--- src/rtl/pkg_sfGeneration.sv ---
// Shared types for the SF generation pipeline: sequencer states, stage bit indices
// and small helpers mapping phase states onto stage numbers.
package pkg_sfGeneration;

    localparam int unsigned STAGE_W  = 4;
    localparam int unsigned PHASE_W  = 2;

    localparam int unsigned DXYP5    = 0;
    localparam int unsigned FXYP5    = 1;
    localparam int unsigned FXYNORM  = 2;
    localparam int unsigned FS       = 3;

    typedef enum logic [2:0] {
        S_Reset,
        S_Ready,
        S_DXYP5,
        S_FXYP5,
        S_FXYNORM,
        S_FS,
        S_Done
    } STATES_t;

    function automatic logic is_phase(input STATES_t s);
        return (s == S_DXYP5) || (s == S_FXYP5) || (s == S_FXYNORM) || (s == S_FS);
    endfunction

    function automatic logic [PHASE_W-1:0] phase_of(input STATES_t s);
        case (s)
            S_FXYP5:   return PHASE_W'(FXYP5);
            S_FXYNORM: return PHASE_W'(FXYNORM);
            S_FS:      return PHASE_W'(FS);
            default:   return PHASE_W'(DXYP5);
        endcase
    endfunction

    function automatic logic [STAGE_W-1:0] stage_onehot(input logic [PHASE_W-1:0] p);
        return STAGE_W'(1) << p;
    endfunction

endpackage

--- src/rtl/sf_phase_watchdog.sv ---
// Per-phase cycle counter; expired rises once LIMIT cycles have been counted since clear.
module sf_phase_watchdog #(
    parameter int unsigned LIMIT = 1024
) (
    input  logic clk,
    input  logic rst,
    input  logic clear,
    input  logic enable,
    output logic expired
);

    localparam int unsigned CNT_W = $clog2(LIMIT + 1);

    logic [CNT_W-1:0] count;

    always_ff @(posedge clk or posedge rst) begin
        if (rst) begin
            count   <= '0;
            expired <= 1'b0;
        end else if (clear) begin
            count   <= '0;
            expired <= 1'b0;
        end else if (enable && !expired) begin
            count   <= count + CNT_W'(1);
            expired <= (count == CNT_W'(LIMIT - 1));
        end
    end

endmodule

--- src/rtl/sf_stage_sequencer.sv ---
// Sequences the four SF stages per window for num_windows windows, with abort and
// an optional per-phase watchdog (enabled by defining SFSEQ_WATCHDOG_EN).
module sf_stage_sequencer
    import pkg_sfGeneration::*;
#(
    parameter int unsigned WIN_W       = 8,
    parameter int unsigned WDOG_CYCLES = 1024
) (
    input  logic                 clk,
    input  logic                 rst,
    input  logic                 start,
    input  logic [WIN_W-1:0]     num_windows,
    input  logic                 abort,
    input  logic [STAGE_W-1:0]   stage_done,
    output logic [STAGE_W-1:0]   stage_start,
    output logic [WIN_W-1:0]     window_idx,
    output logic                 busy,
    output logic                 done,
    output logic                 aborted,
    output logic                 err,
    output logic [PHASE_W-1:0]   err_phase
);

    if (WDOG_CYCLES < 2) begin : g_bad_wdog
        $error("WDOG_CYCLES must be at least 2");
    end

    STATES_t              state_q, state_d;
    logic [WIN_W-1:0]     count_q, count_d;
    logic [WIN_W-1:0]     idx_d;
    logic                 aborted_d, err_d, busy_d, done_d;
    logic [PHASE_W-1:0]   err_phase_d, cur_phase;
    logic [STAGE_W-1:0]   stage_start_d;
    logic                 stage_ok;

`ifdef SFSEQ_WATCHDOG_EN
    logic wdog_expired, wdog_clear, wdog_enable;

    assign wdog_clear  = |stage_start_d;
    assign wdog_enable = is_phase(state_q);

    sf_phase_watchdog #(.LIMIT(WDOG_CYCLES)) u_wdog (
        .clk     (clk),
        .rst     (rst),
        .clear   (wdog_clear),
        .enable  (wdog_enable),
        .expired (wdog_expired)
    );
`endif

    assign cur_phase = phase_of(state_q);
    // A done bit seen during its own start cycle is stale and must not advance the FSM.
    assign stage_ok  = stage_done[cur_phase] && !stage_start[cur_phase];

    // Next state and next registered outputs.
    always_comb begin
        state_d     = state_q;
        count_d     = count_q;
        idx_d       = window_idx;
        aborted_d   = aborted;
`ifdef SFSEQ_WATCHDOG_EN
        err_d       = err;
        err_phase_d = err_phase;
`else
        err_d       = 1'b0;
        err_phase_d = '0;
`endif
        case (state_q)
            S_Reset: state_d = S_Ready;
            S_Ready: begin
                if (start) begin
                    idx_d       = '0;
                    aborted_d   = 1'b0;
                    err_d       = 1'b0;
                    err_phase_d = '0;
                    if (num_windows != '0) begin
                        count_d = num_windows;
                        state_d = S_DXYP5;
                    end else begin
                        state_d = S_Done;
                    end
                end
            end
            S_DXYP5, S_FXYP5, S_FXYNORM, S_FS: begin
                if (abort) begin
                    state_d   = S_Done;
                    aborted_d = 1'b1;
                end else if (stage_ok) begin
                    case (state_q)
                        S_DXYP5:   state_d = S_FXYP5;
                        S_FXYP5:   state_d = S_FXYNORM;
                        S_FXYNORM: state_d = S_FS;
                        default: begin
                            if (window_idx == count_q - WIN_W'(1)) begin
                                state_d = S_Done;
                            end else begin
                                idx_d   = window_idx + WIN_W'(1);
                                state_d = S_DXYP5;
                            end
                        end
                    endcase
`ifdef SFSEQ_WATCHDOG_EN
                end else if (wdog_expired) begin
                    state_d     = S_Done;
                    err_d       = 1'b1;
                    err_phase_d = cur_phase;
`endif
                end
            end
            S_Done:  state_d = S_Ready;
            default: state_d = S_Reset;
        endcase

        stage_start_d = '0;
        if (is_phase(state_d) && (state_d != state_q)) begin
            stage_start_d = stage_onehot(phase_of(state_d));
        end
        busy_d = (state_d != S_Reset) && (state_d != S_Ready);
        done_d = (state_d == S_Done);
    end

    always_ff @(posedge clk or posedge rst) begin
        if (rst) begin
            state_q     <= S_Reset;
            count_q     <= '0;
            window_idx  <= '0;
            aborted     <= 1'b0;
            err         <= 1'b0;
            err_phase   <= '0;
            stage_start <= '0;
            busy        <= 1'b0;
            done        <= 1'b0;
        end else begin
            state_q     <= state_d;
            count_q     <= count_d;
            window_idx  <= idx_d;
            aborted     <= aborted_d;
            err         <= err_d;
            err_phase   <= err_phase_d;
            stage_start <= stage_start_d;
            busy        <= busy_d;
            done        <= done_d;
        end
    end

endmodule

--- config.mk ---
export PLATFORM = sky130hd
export DESIGN_NAME = sf_stage_sequencer
export DESIGN_NICKNAME = d
export VERILOG_FILES = /design/src/rtl/pkg_sfGeneration.sv /design/src/rtl/sf_phase_watchdog.sv /design/src/rtl/sf_stage_sequencer.sv
export SDC_FILE = /design/constraint.sdc
export NUM_CORES = 1
export LEC_CHECK = 0
export CAP_MARGIN = 10
export CORE_ASPECT_RATIO = 0.7
export CORE_MARGIN = 2
export CORE_UTILIZATION = 45
export CTS_CLUSTER_SIZE = 12
export DETAILED_ROUTE_END_ITERATION = 8
export GPL_ROUTABILITY_DRIVEN = 0
export PLACE_DENSITY_LB_ADDON = 0.3
export SYNTH_ARGS = -nofsm -noshare
export SYNTH_HDL_FRONTEND = slang
export SYNTH_HIERARCHICAL = 1
export SYNTH_SLANG_ARGS = --single-unit
--- constraint.sdc ---
create_clock -name clk -period 3.1 [get_ports clk]
set_input_delay 0.775 -clock clk [delete_from_list [all_inputs] [get_ports clk]]
set_output_delay 0.775 -clock clk [all_outputs]
set_load 0.03 [all_outputs]
==> impl_metrics.py <==
metrics = {
    "power_and_ir_drop": {
        "p_per_area_nw_per_um2": 873,
        "p_leak_nw": 0.855,
        "peakVddDrop_mv": 0.475,
    },
    "synth": {
        "synth_area_sq_um": 1700,
        "synth_seq_cells": 26,
        "ys.flop_type": "dfrtp_1",
        "synth-edff-count": 0,
        "yosysUniqueCellTypes": 49,
        "async_reset_ff_share_pct": 100,
        "ys_seq_area_share_pct": 38.2,
        "yosysWarnings": 6,
        "synth.avg_cell_area_sq_um": 9.67,
        "netlist_instances": 176,
    },
    "route": {
        "drc": 0,
        "num_vias": 1483,
        "wire_per_inst_um": 15.9,
        "ant_nets": 0,
        "drt-initial-drc-count": 165,
        "wl_um": 4030,
        "vias_per_cell": 5.84,
        "first_pass_iters": 4,
    },
    "clock_network": {
        "post_cts_buffers": 0,
        "cts_max_path_buffers": 2,
        "cts_buffers": 3,
        "clkSlewWorstSetupHoldPaths_ns": 0.09,
        "ctsResizeCount": 0,
        "clkLatencyLatePin_ns": 0.27,
        "numClockSinks": 26,
        "cts_root_buf": "clkbuf_8",
        "postCtsHoldBufs": 0,
        "htreeDepth": 1,
        "tritoncts": "yes",
    },
    "floorplan": {
        "ios": 34,
        "core-area_sq_um": 3580,
        "rows": 18,
        "die_w_um": 77.5,
        "die_h_um": 55.5,
        "start_util_pct": 47.5,
        "die_area_sq_um": 4300,
    },
    "global_routing": {
        "grt_pass1_vias": 1436,
        "antenna_found_initial": 0,
        "gr-total-overflow": 0,
        "grt_first_pass_wirelength_um": 7050,
        "grt_max_degree": 27,
        "grtUsageTotal_pct": 20.3,
    },
    "worst_setup_path": {
        "rr_startpoint": "count_q[0]",
        "end_kind": "flop",
        "reg2reg_slack_ns": 0.45,
        "ff2ff_path_depth": 8,
        "critPathKind": "in2reg",
        "startpoint_type": "input port",
        "regToRegEndpoint": "window_idx[7]",
        "crit_required_ns": 3.21,
        "cp.arrival_ns": 2.83,
        "worstPathMaxFanout": 4,
    },
    "sta": {
        "rsz0062_at_grt": "no",
        "max_freq_mhz": 368,
        "clock_skew_ns": 0.00480,
        "period_needed_ns": 2.72,
        "worstMarginPinSlew_ns": 0.669,
        "relSlewSlack_pct": 55.2,
        "fin_setup_tns_ns": 0,
        "hold_violations": 0,
        "finalSetupViolCount": 0,
        "drv_slew": 0,
        "finalCritPeriodShare_pct": 87.6,
    },
    "status": {
        "status": "complete, no violations",
    },
    "layout": {
        "finish.utilization_pct": 57.7,
        "n_antenna_cell": 0,
        "fillers": 310,
        "drive_above_1_share_pct": 11.8,
        "fin_nets": 224,
        "synthToLayoutAreaGrowth_pct": 21.5,
    },
    "min_path": {
        "holdPathStages": 2,
        "hp-class": "reg2reg",
        "holdPathEnd": "aborted",
        "min-delay-start": "aborted",
    },
    "placed_design": {
        "dp_hpwl_um": 3080,
        "io_buffers": 30,
    },
    "flow_run": {
        "cap_violations": 0,
    },
}
## cell usage in the layout (no fill, tap or decap), drive strengths merged, types with 5 or more instances in the layout
cell | Yosys | routed
clkdlybuf4s50 | 0 | 30
dfrtp | 26 | 26
o21ai | 11 | 11
a21oi | 9 | 9
nor2 | 9 | 9
nor2b | 8 | 8
inv | 8 | 8
nand2b | 8 | 8
nand2 | 8 | 8
o31ai | 7 | 7
or4 | 7 | 7
mux2 | 6 | 6
xor2 | 5 | 5
or3 | 5 | 5
## report_power, final
group | leakage (nW) | switching (mW) | total, mW | internal (mW)
clock | 0.0216 | 0.107 | 0.194 | 0.0873
combinational | 0.501 | 0.530 | 0.972 | 0.443
sequential | 0.332 | 0.174 | 0.638 | 0.464
## synth_stat cells (2+ instances only)
cell	number	area [sq um]
dfrtp_1	26	651
o211ai_1	3	22.5
nand2b_1	8	50.1
inv_1	8	30.0
xor2_1	5	43.8
nand4_1	3	18.8
buf_6	2	22.5
mux2_2	6	67.6
a21oi_1	9	45.0
nand2_1	8	30.0
mux2i_1	4	40.0
xnor2_1	4	35.0
or2b_1	3	22.5
clkbuf_1	3	11.3
nand3_1	2	10.0
o211a_1	3	30.0
nor2_1	8	30.0
or4_1	2	15.0
o31ai_1	7	52.6
a211oi_1	2	15.0
or4_2	5	43.8
or3_1	5	31.3
nor3b_1	2	15.0
buf_4	3	22.5
ha_1	2	25.0
o21ai_0	11	55.1
nor2b_1	8	50.1
nor3_1	3	15.0
## how the worst max path moves through the flow
stage	startpoint	end	slack, ns	depth (start not counted)
after global placement	start	window_idx[4]	0.29	6
after global routing	stage_done[1]	stage_start[0]	0.15	7
final	stage_done[1]	stage_start[0]	0.38	7
after detailed placement	stage_done[1]	stage_start[0]	0.15	7
after floorplan	abort	window_idx[5]	0.85	7
after CTS	count_q[0]	window_idx[7]	0.44	8
## critical path: stages
cell,delay (ns)
clkdlybuf4s50_1,0.45
nor2b_1,0.22
o21ai_0,0.12
a221oi_1,0.32
nor2_1,0.13
a311o_1,0.36
a2111oi_0,0.46
## sequential cells by signal, indices dropped and copies added, names as in the netlist
register / cells
count_q: 8
window_idx: 8
stage_start: 4
state_q: 3
aborted: 1
busy: 1
done: 1
## final cells by class
class                   count  area, sq um  area share (%)
clock buffers               3         41.3            2.00
inverters                   8         30.0            1.45
multi-input cells         135          967            46.8
flip-flops and latches     26          651            31.5
well taps                  50         62.6            3.03
repair buffers             32          315            15.3
## per-layer routing
| layer | GRT usage, % | vias up | wire length (um) | share of wire (%) |
|---|---|---|---|---|
| li1 | - | 696 | - | - |
| met1 | 30.4 | 723 | 1940 | 48 |
| met2 | 30.2 | 60 | 1760 | 44 |
| met3 | 4.74 | 4 | 306 | 7.6 |
| met4 | 3.57 | 0 | 24 | 0.60 |
| met5 | 0 | - | 0 | 0 |
## stage by stage
step                std cells  worst slack (ns)  cell area [sq um]  hold WS [ns]  total power [mW]
finish                    254             0.383               2070         0.549              1.80
global route              254             0.154               2070         0.578              1.94
CTS                       254             0.444               2070         0.552              1.80
detailed placement        251             0.150               2030         0.520              1.60
global placement          251             0.290               2030         0.490              1.56
floorplan                 178             0.853               1710         0.501              1.33
## logic make-up after synthesis
| family | Yosys count | share of synthesized area [%] |
|---|---|---|
| buffers and inverters | 17 | 5.37 |
| AO/OA/AOI/OAI | 47 | 19.0 |
| adder cells (fa/ha/maj) | 2 | 1.47 |
| other | 1 | 0.220 |
| XOR/XNOR | 9 | 4.63 |
| flip-flops | 26 | 38.2 |
| multiplexers | 10 | 6.32 |
| AND/OR/NAND/NOR | 64 | 24.7 |
No activity file was read; power rests on OpenSTA's default activity.
